### src/rtl/mpu_alu_seq.sv
// Instruction sequencer for mpu_alu: fetches operands from an 8x64 register file,
// drives the ALU, captures res/flags, optionally writes back and returns the result.
module mpu_alu_seq #(
  parameter int CNT_W = 32
) (
  input  logic             sys_clk,
  input  logic             sys_rst,
  input  logic             in_valid,
  output logic             in_ready,
  input  logic [31:0]      in_insn,
  output logic             out_valid,
  input  logic             out_ready,
  output logic [63:0]      out_res,
  output logic [7:0]       out_flags,
  input  logic             ld_we,
  input  logic [2:0]       ld_addr,
  input  logic [63:0]      ld_data,
  output logic             ld_busy,
  output logic [1:0]       alu_size,
  output logic [3:0]       alu_op,
  output logic [63:0]      alu_o0,
  output logic [63:0]      alu_o1,
  output logic [63:0]      alu_o2,
  output logic [2:0]       alu_s0,
  output logic [2:0]       alu_s1,
  output logic [2:0]       alu_s2,
  output logic [2:0]       alu_sres,
  input  logic [63:0]      alu_res,
  input  logic [7:0]       alu_flags,
  output logic [CNT_W-1:0] retired
);

  typedef enum logic [1:0] {S_IDLE, S_READ, S_EXEC, S_RESP} state_t;

  state_t      r_state;
  logic [30:0] r_insn;
  logic [63:0] r_regs [8];

  logic [3:0] w_op;
  logic [1:0] w_size;
  logic [2:0] w_s0, w_s1, w_s2, w_sres, w_r0, w_r1, w_r2, w_rd;
  logic       w_wb;
  logic       w_unused_rsvd;

  assign w_op          = r_insn[3:0];
  assign w_size        = r_insn[5:4];
  assign w_s0          = r_insn[8:6];
  assign w_s1          = r_insn[11:9];
  assign w_s2          = r_insn[14:12];
  assign w_sres        = r_insn[17:15];
  assign w_r0          = r_insn[20:18];
  assign w_r1          = r_insn[23:21];
  assign w_r2          = r_insn[26:24];
  assign w_rd          = r_insn[29:27];
  assign w_wb          = r_insn[30];
  assign w_unused_rsvd = in_insn[31];

  assign in_ready  = (r_state == S_IDLE);
  assign out_valid = (r_state == S_RESP);
  assign ld_busy   = ld_we & (r_state != S_IDLE);

  always_ff @(posedge sys_clk or posedge sys_rst) begin
    if (sys_rst) begin
      r_state   <= S_IDLE;
      r_insn    <= '0;
      out_res   <= '0;
      out_flags <= '0;
      alu_size  <= '0;
      alu_op    <= '0;
      alu_o0    <= '0;
      alu_o1    <= '0;
      alu_o2    <= '0;
      alu_s0    <= '0;
      alu_s1    <= '0;
      alu_s2    <= '0;
      alu_sres  <= '0;
      retired   <= '0;
      for (int i = 0; i < 8; i++) r_regs[i] <= '0;
    end else begin
      case (r_state)
        S_IDLE: begin
          // Host write lands this edge, so an instruction accepted now sees it in READ.
          if (ld_we) r_regs[ld_addr] <= ld_data;
          if (in_valid) begin
            r_insn  <= in_insn[30:0];
            r_state <= S_READ;
          end
        end
        S_READ: begin
          if (w_op == 4'd0) begin
            out_res   <= '0;
            out_flags <= '0;
            r_state   <= S_RESP;
          end else begin
            alu_o0   <= r_regs[w_r0];
            alu_o1   <= r_regs[w_r1];
            alu_o2   <= r_regs[w_r2];
            alu_size <= w_size;
            alu_op   <= w_op;
            alu_s0   <= w_s0;
            alu_s1   <= w_s1;
            alu_s2   <= w_s2;
            alu_sres <= w_sres;
            r_state  <= S_EXEC;
          end
        end
        S_EXEC: begin
          out_res   <= alu_res;
          out_flags <= alu_flags;
          if (w_wb) r_regs[w_rd] <= alu_res;
          r_state   <= S_RESP;
        end
        S_RESP: begin
          if (out_ready) begin
            retired <= retired + {{(CNT_W-1){1'b0}}, 1'b1};
            r_state <= S_IDLE;
          end
        end
        default: r_state <= S_IDLE;
      endcase
    end
  end

endmodule

### config.mk
export PLATFORM = sky130hd
export DESIGN_NAME = mpu_alu_seq
export DESIGN_NICKNAME = d
export VERILOG_FILES = /design/src/rtl/mpu_alu_seq.sv
export SDC_FILE = /design/constraint.sdc
export NUM_CORES = 2
export LEC_CHECK = 0
export CAP_MARGIN = 20
export CORE_ASPECT_RATIO = 0.6
export CORE_MARGIN = 2
export CORE_UTILIZATION = 52
export CTS_CLUSTER_SIZE = 24
export DETAILED_ROUTE_END_ITERATION = 8
export HOLD_SLACK_MARGIN = 0.02
export PLACE_DENSITY = 0.77
export SYNTH_ARGS = -nofsm -noshare
export SYNTH_HDL_FRONTEND = slang
export SYNTH_SLANG_ARGS = --single-unit
### constraint.sdc
create_clock -name sys_clk -period 27.9 [get_ports sys_clk]
set_clock_uncertainty 0.15 [all_clocks]
set_input_delay 5.58 -clock sys_clk [delete_from_list [all_inputs] [get_ports sys_clk]]
set_output_delay 5.58 -clock sys_clk [all_outputs]
set_load 0.01 [all_outputs]
; Word level (Yosys, flattened, before mapping)
; Cells that the tools add are included.
[totals]
mem_bits_rw = 0
memories = 0
inputBits = 176
register_bits = 859
elab_cells = 84
mem_bits_ro = 0
latchBits = 0
output_inout_bits = 317
[op_classes]
bitwise = 7
multipliers = 0
div_mod_pow = 0
n_shift = 0
n_addsub = 1
n_eq_ne = 8
n_mux = 26
n_reduce_logical = 13
n_lt_le_gt_ge = 7
[op_table]
columns = cell, count
row1 = bitwise mux 512 bit, 2
row2 = 2-to-1 mux 512 bit, 2
row3 = one-hot mux 512 bit (2 select lines), 1
row4 = binary-select mux 64 bit (select 3 bit), 3
row5 = 2-to-1 mux 64 bit, 9
row6 = demux 64 bit (select 3 bit), 2
row7 = one-hot mux 64 bit (2 select lines), 1
row8 = adder 32 x 1 -> 32 bit (second input constant), 1
row9 = greater-or-equal comparator 4 bit (second input constant), 5
row10 = NOT 3 -> 4 bit, 5
row11 = one-hot mux 8 bit (2 select lines), 1
row12 = AND reduction 2 bit, 5
row13 = < comparator 4 x 1 -> 1 bit (second input constant), 2
row14 = 2-to-1 mux 8 bit, 1
row15 = one-hot mux 2 bit (4 select lines), 1
row16 = inequality test 2 bit (second input constant), 3
row17 = nonzero test 2 bit, 3
row18 = equality test 2 bit (second input constant), 2
row19 = logical NOT 4 bit, 1
row20 = 2-to-1 mux 2 bit, 2
row21 = inequality test 2 x 1 -> 1 bit (second input constant), 2
row22 = AND reduction 3 bit, 1
row23 = equality test 2 x 1 -> 1 bit (second input constant), 1
row24 = logical AND 1 bit, 2
row25 = other kinds (4), 4

; Logic depth before layout (Yosys ltp)
[depth]
depth_word = 8
depth_mapped = 11
ltp_nobuf = 6

; Least setup slack after synthesis
; Ideal clock, no wire load.
[synth_timing]
path_type = in2out
from = input ld_we
to = output ld_busy
slack_ns = 16.393
n_path_buf = 0
cell_stages = 1
t_arrival_ns = 5.777
required_ns = 22.170
path_cell_list = nor2b_1
[synth_between]
elab_chain_cells = 1
[synth_rtl]
columns = element, line_no
row1 = from (decl), 15  ; input logic ld_we,
row2 = AND 1 bit, 60  ; assign ld_busy = ld_we & (r_state != S_IDLE);
row3 = to (decl), 18  ; output logic ld_busy,
; Every way passes these cells.

; Worst setup path after layout
; Ends and elaborated chain as after synthesis.

==> flow_results.org <==
** Run status
- The flow ran to the end, and the final reports show no timing, DRC or antenna violations.

** Setup path
- The worst setup path is launched from an input pin.
- Data arrival time of the worst path :: ~7000 ps
- The worst setup path is captured at a primary output.
- Critical path class :: input pin to primary output
- Data required time of the critical path :: about 22,000 ps
- Critical-path maximum fanout :: 3

** Final layout
- After the last flow step, the layout net total stands at roughly 4,600.
- Layout cells sized above 1 :: 0.150
- FILL cells :: 7,388
- With fillers left out, the area of the finished cells amounts to ~55,000 µm².
- Relative to the synthesized area, the layout overhead comes to 15.7%.

** Route
- Post-route antenna net violation count :: 0
- Detailed-route wire length per cell :: just under 30 µm
- Wires add up to 167 mm.
- In this run, the number of DRC markers left after iteration 0 of detailed routing was between 5,000 and 6,000.
- In the routed layout, each cell is associated on average with a via count of 6.87.
- Detailed routing inserted a total of 39,451 vias.
- For this run, the detailed router's first-pass iteration total came to 6.
- After detailed routing, the number of remaining DRC violations is 0.

** Synthesis
- Predominant post-synthesis flop cell :: dfrtp_1
- Most common cell in the synthesized netlist :: dfrtp_1
- The Yosys step of the flow raised 0 warnings.
- Area of the mapped netlist :: roughly 48,000 µm²
- The number of nets handed over by synthesis was 4,504.
- In this run, synthesis produced a sequential element count of approximately 860.
- Number of instances in the synthesized netlist :: between 4,000 and 5,000
- Share of synthesized registers carrying an async set or reset :: 1.00
- Sorting the synthesized cells by area gives the leading types as dfrtp_1 45%, mux4_2 18%, a22oi_1 8.0%.
- Synth area leader :: dfrtp_1
- Number of enable-type register cells in the synthesized netlist :: 0
- Fraction of the yosys area taken by sequential cells :: 0.449
- Ranking of synthesized cells by instance count :: 859 x dfrtp_1, 512 x a22oi_1, 476 x nand2_1, 384 x mux4_2, 330 x o21ai_0
- The share of synthesized area in the top cell type comes to 0.449.
- Dividing the synthesized area by the synthesized cell count gives 11.1 µm².
- Yosys mapped the design onto 45 distinct sky130hd cell types.

** STA
- Based on the critical path, the design can be clocked at up to a little under 80 MHz.
- Worst rel slew slack :: 0.241
- Setup Viol. Count Final :: 0
- The number of hold violations in the final report came to 0.
- Hold is met by approximately 320 ps.
- The number of max-slew violations in the final report is 0.
- The clock period could shrink to between 10,000 and 15,000 ps.
- Setup repair after global routing left no endpoint under its margin.
- At the pin with the least slew margin, the transition time is roughly 1100 ps.
- Sum of negative setup slack :: 0 ps
- Of the available clock period, the critical path in the final layout requires 0.456.

** Die
- The floorplan has between 80 and 90 rows.
- The floorplan step defined a core boundary enclosing around 91,000 µm².
- Effective utilization at floorplan :: 0.523
- Die Footprint :: between 90,000 and 100,000 µm²
- Pin placement for this block handled ~490 I/O pins.
- Die width :: slightly below 400 µm
- Die span in y :: about 240 µm

** Placement
- HPWL reported at the end of detailed placement :: a little under 100 mm
- Number of port buffers :: between 400 and 500
- Post-placement cell area :: roughly 53,000 µm²
- The congestion estimate from routability-driven global placement came to 0.931.

** Clock tree
- Setup bufs post-CTS :: 0
- Clk sink count :: about 860
- Number of clock buffers inserted by TritonCTS :: slightly above 80
- Source-to-sink clock delay at the later pin of the worst-skew pair :: a little under 700 ps
- CTS tree :: yes
- Total number of H-tree levels :: 3
- The root buffer cell chosen for the clock tree is clkbuf_16.
- Maximum count of clock buffers along a single path :: 3
- Buffers inserted to repair hold after CTS numbered 0.
- Clock-pin slew of the registers on the worst-case setup and hold paths :: approximately 60 ps
- Post-CTS repair changed the size of 0 cells.

** Flow run
- Maximum capacitance violations :: 0

** GRT
- Initial antenna violation count :: 12
- Remaining global-route overflow :: 0
- For this run, the total global-route usage over all layers was measured as 0.350.
- The number of global-route vias before repair came to a little under 40,000.
- Entering global routing, the biggest net connects 170 pins.
- The first global-routing pass estimated roughly 250 mm of wire.

** Power and ir drop
- For this design the static power due to leakage is approximately 22 nW.
- Maximum VDD drop :: between 0.0001 and 0.00015 V
- Pwr Density :: ~120 nW/µm²

** Hold path
- Worst Hold Class :: flip-flop to flip-flop
report_power, final:
part           switching [mW]  internal [mW]  total [mW]
Combinational            1.75           1.59        3.34
Sequential              0.622           1.78        2.40
Clock                   0.519          0.654        1.17
placed cells by master (no fill, tap or decap), types with 5 or more instances in the layout:
cell,netlist,routed
a21oi_1,256,256
nor3b_2,0,6
and2_1,69,69
o21ai_1,119,119
nand4_1,11,11
xnor2_1,18,18
clkbuf_1,198,23
clkbuf_8,0,20
buf_4,31,81
nor2b_1,65,65
a22o_1,74,74
dfrtp_4,0,9
xor2_1,13,13
nand2_1,476,475
dfrtp_1,859,850
a22oi_1,512,512
clkbuf_16,0,85
nor4b_1,5,5
nor2_1,262,262
nor4_1,9,9
and4_1,7,7
and3_1,7,5
clkinv_2,0,10
mux4_2,384,384
nand3_1,12,12
o21ai_0,330,330
mux2i_1,194,193
diode_2,0,5
clkdlybuf4s50_1,0,491
mux2_2,46,46
state kept, by name, indices dropped and copies added (netlist names):
| register | cells |
|---|---|
| alu_size | 2 |
| alu_s1 | 3 |
| out_res | 64 |
| r_state | 2 |
| alu_sres | 3 |
| out_flags | 8 |
| retired | 32 |
| alu_o1 | 64 |
| alu_o0 | 64 |
| alu_s0 | 3 |
| alu_s2 | 3 |
| alu_op | 4 |
| alu_o2 | 64 |
| r_insn | 31 |
| r_regs | 512 |
per-stage QoR:
step	std cells	worst slack (ps)	utilization	power [mW]
after global routing	5742	15140	0.605	7.24
after CTS	5739	15190	0.605	6.85
final	5745	15170	0.605	6.92
after detailed placement	5587	15190	0.575	5.67
after global placement	5587	15190	0.575	5.55
after floorplan	4323	10360	-	4.51
metal layers:
metal  part of all wire  vias up  GRT usage
li1                   -    16299          -
met3               0.14      606      0.116
met5             0.0015        -     0.0122
met4              0.049       14      0.164
met1               0.38    19541      0.479
met2               0.43     2991      0.504
area by class of cell:
type	count	area (µm²)	area share
multi-input combinational	2917	23900	0.432
sequential	859	21500	0.389
timing repair buffer	575	5590	0.101
clock buffer	128	2490	0.0449
tap	1232	1540	0.0278
clock inverter	24	272	0.00490
inverter	5	22.5	0.000407
antenna	5	12.5	0.000226
final timing paths:
kind | startpoint | cells after the start | end | slack (ps)
max | ld_we | 3 | ld_busy | 15170
min | retired[31] | 1 | retired[31] | 320
max reg2reg | r_state[0] | 9 | r_regs[438] | 22820
min reg2reg | retired[31] | 1 | retired[31] | 320
max in group asynchronous | sys_rst | 6 | r_insn[24] | 18820
min in group asynchronous | sys_rst | 2 | r_regs[41] | 4990
logic make-up (layout without fill, tap and decap cells):
| kind of cell | after synthesis | in the layout | share of synthesized area |
|---|---|---|---|
| xor+xnor | 31 | 31 | 0.00567 |
| flops | 859 | 859 | 0.449 |
| buf+inv | 547 | 732 | 0.0540 |
| fa+ha+maj | 5 | 5 | 0.00131 |
| other cells | 0 | 5 | 0 |
| compound gates | 1302 | 1302 | 0.170 |
| mux | 624 | 624 | 0.232 |
| simple gates | 955 | 955 | 0.0879 |
worst max-delay path, cell delays in order:
cell and delay [ps]:
clkdlybuf4s50_1 700, nor2b_1 180, clkdlybuf4s50_1 540
(Power assumes the default switching activity.)
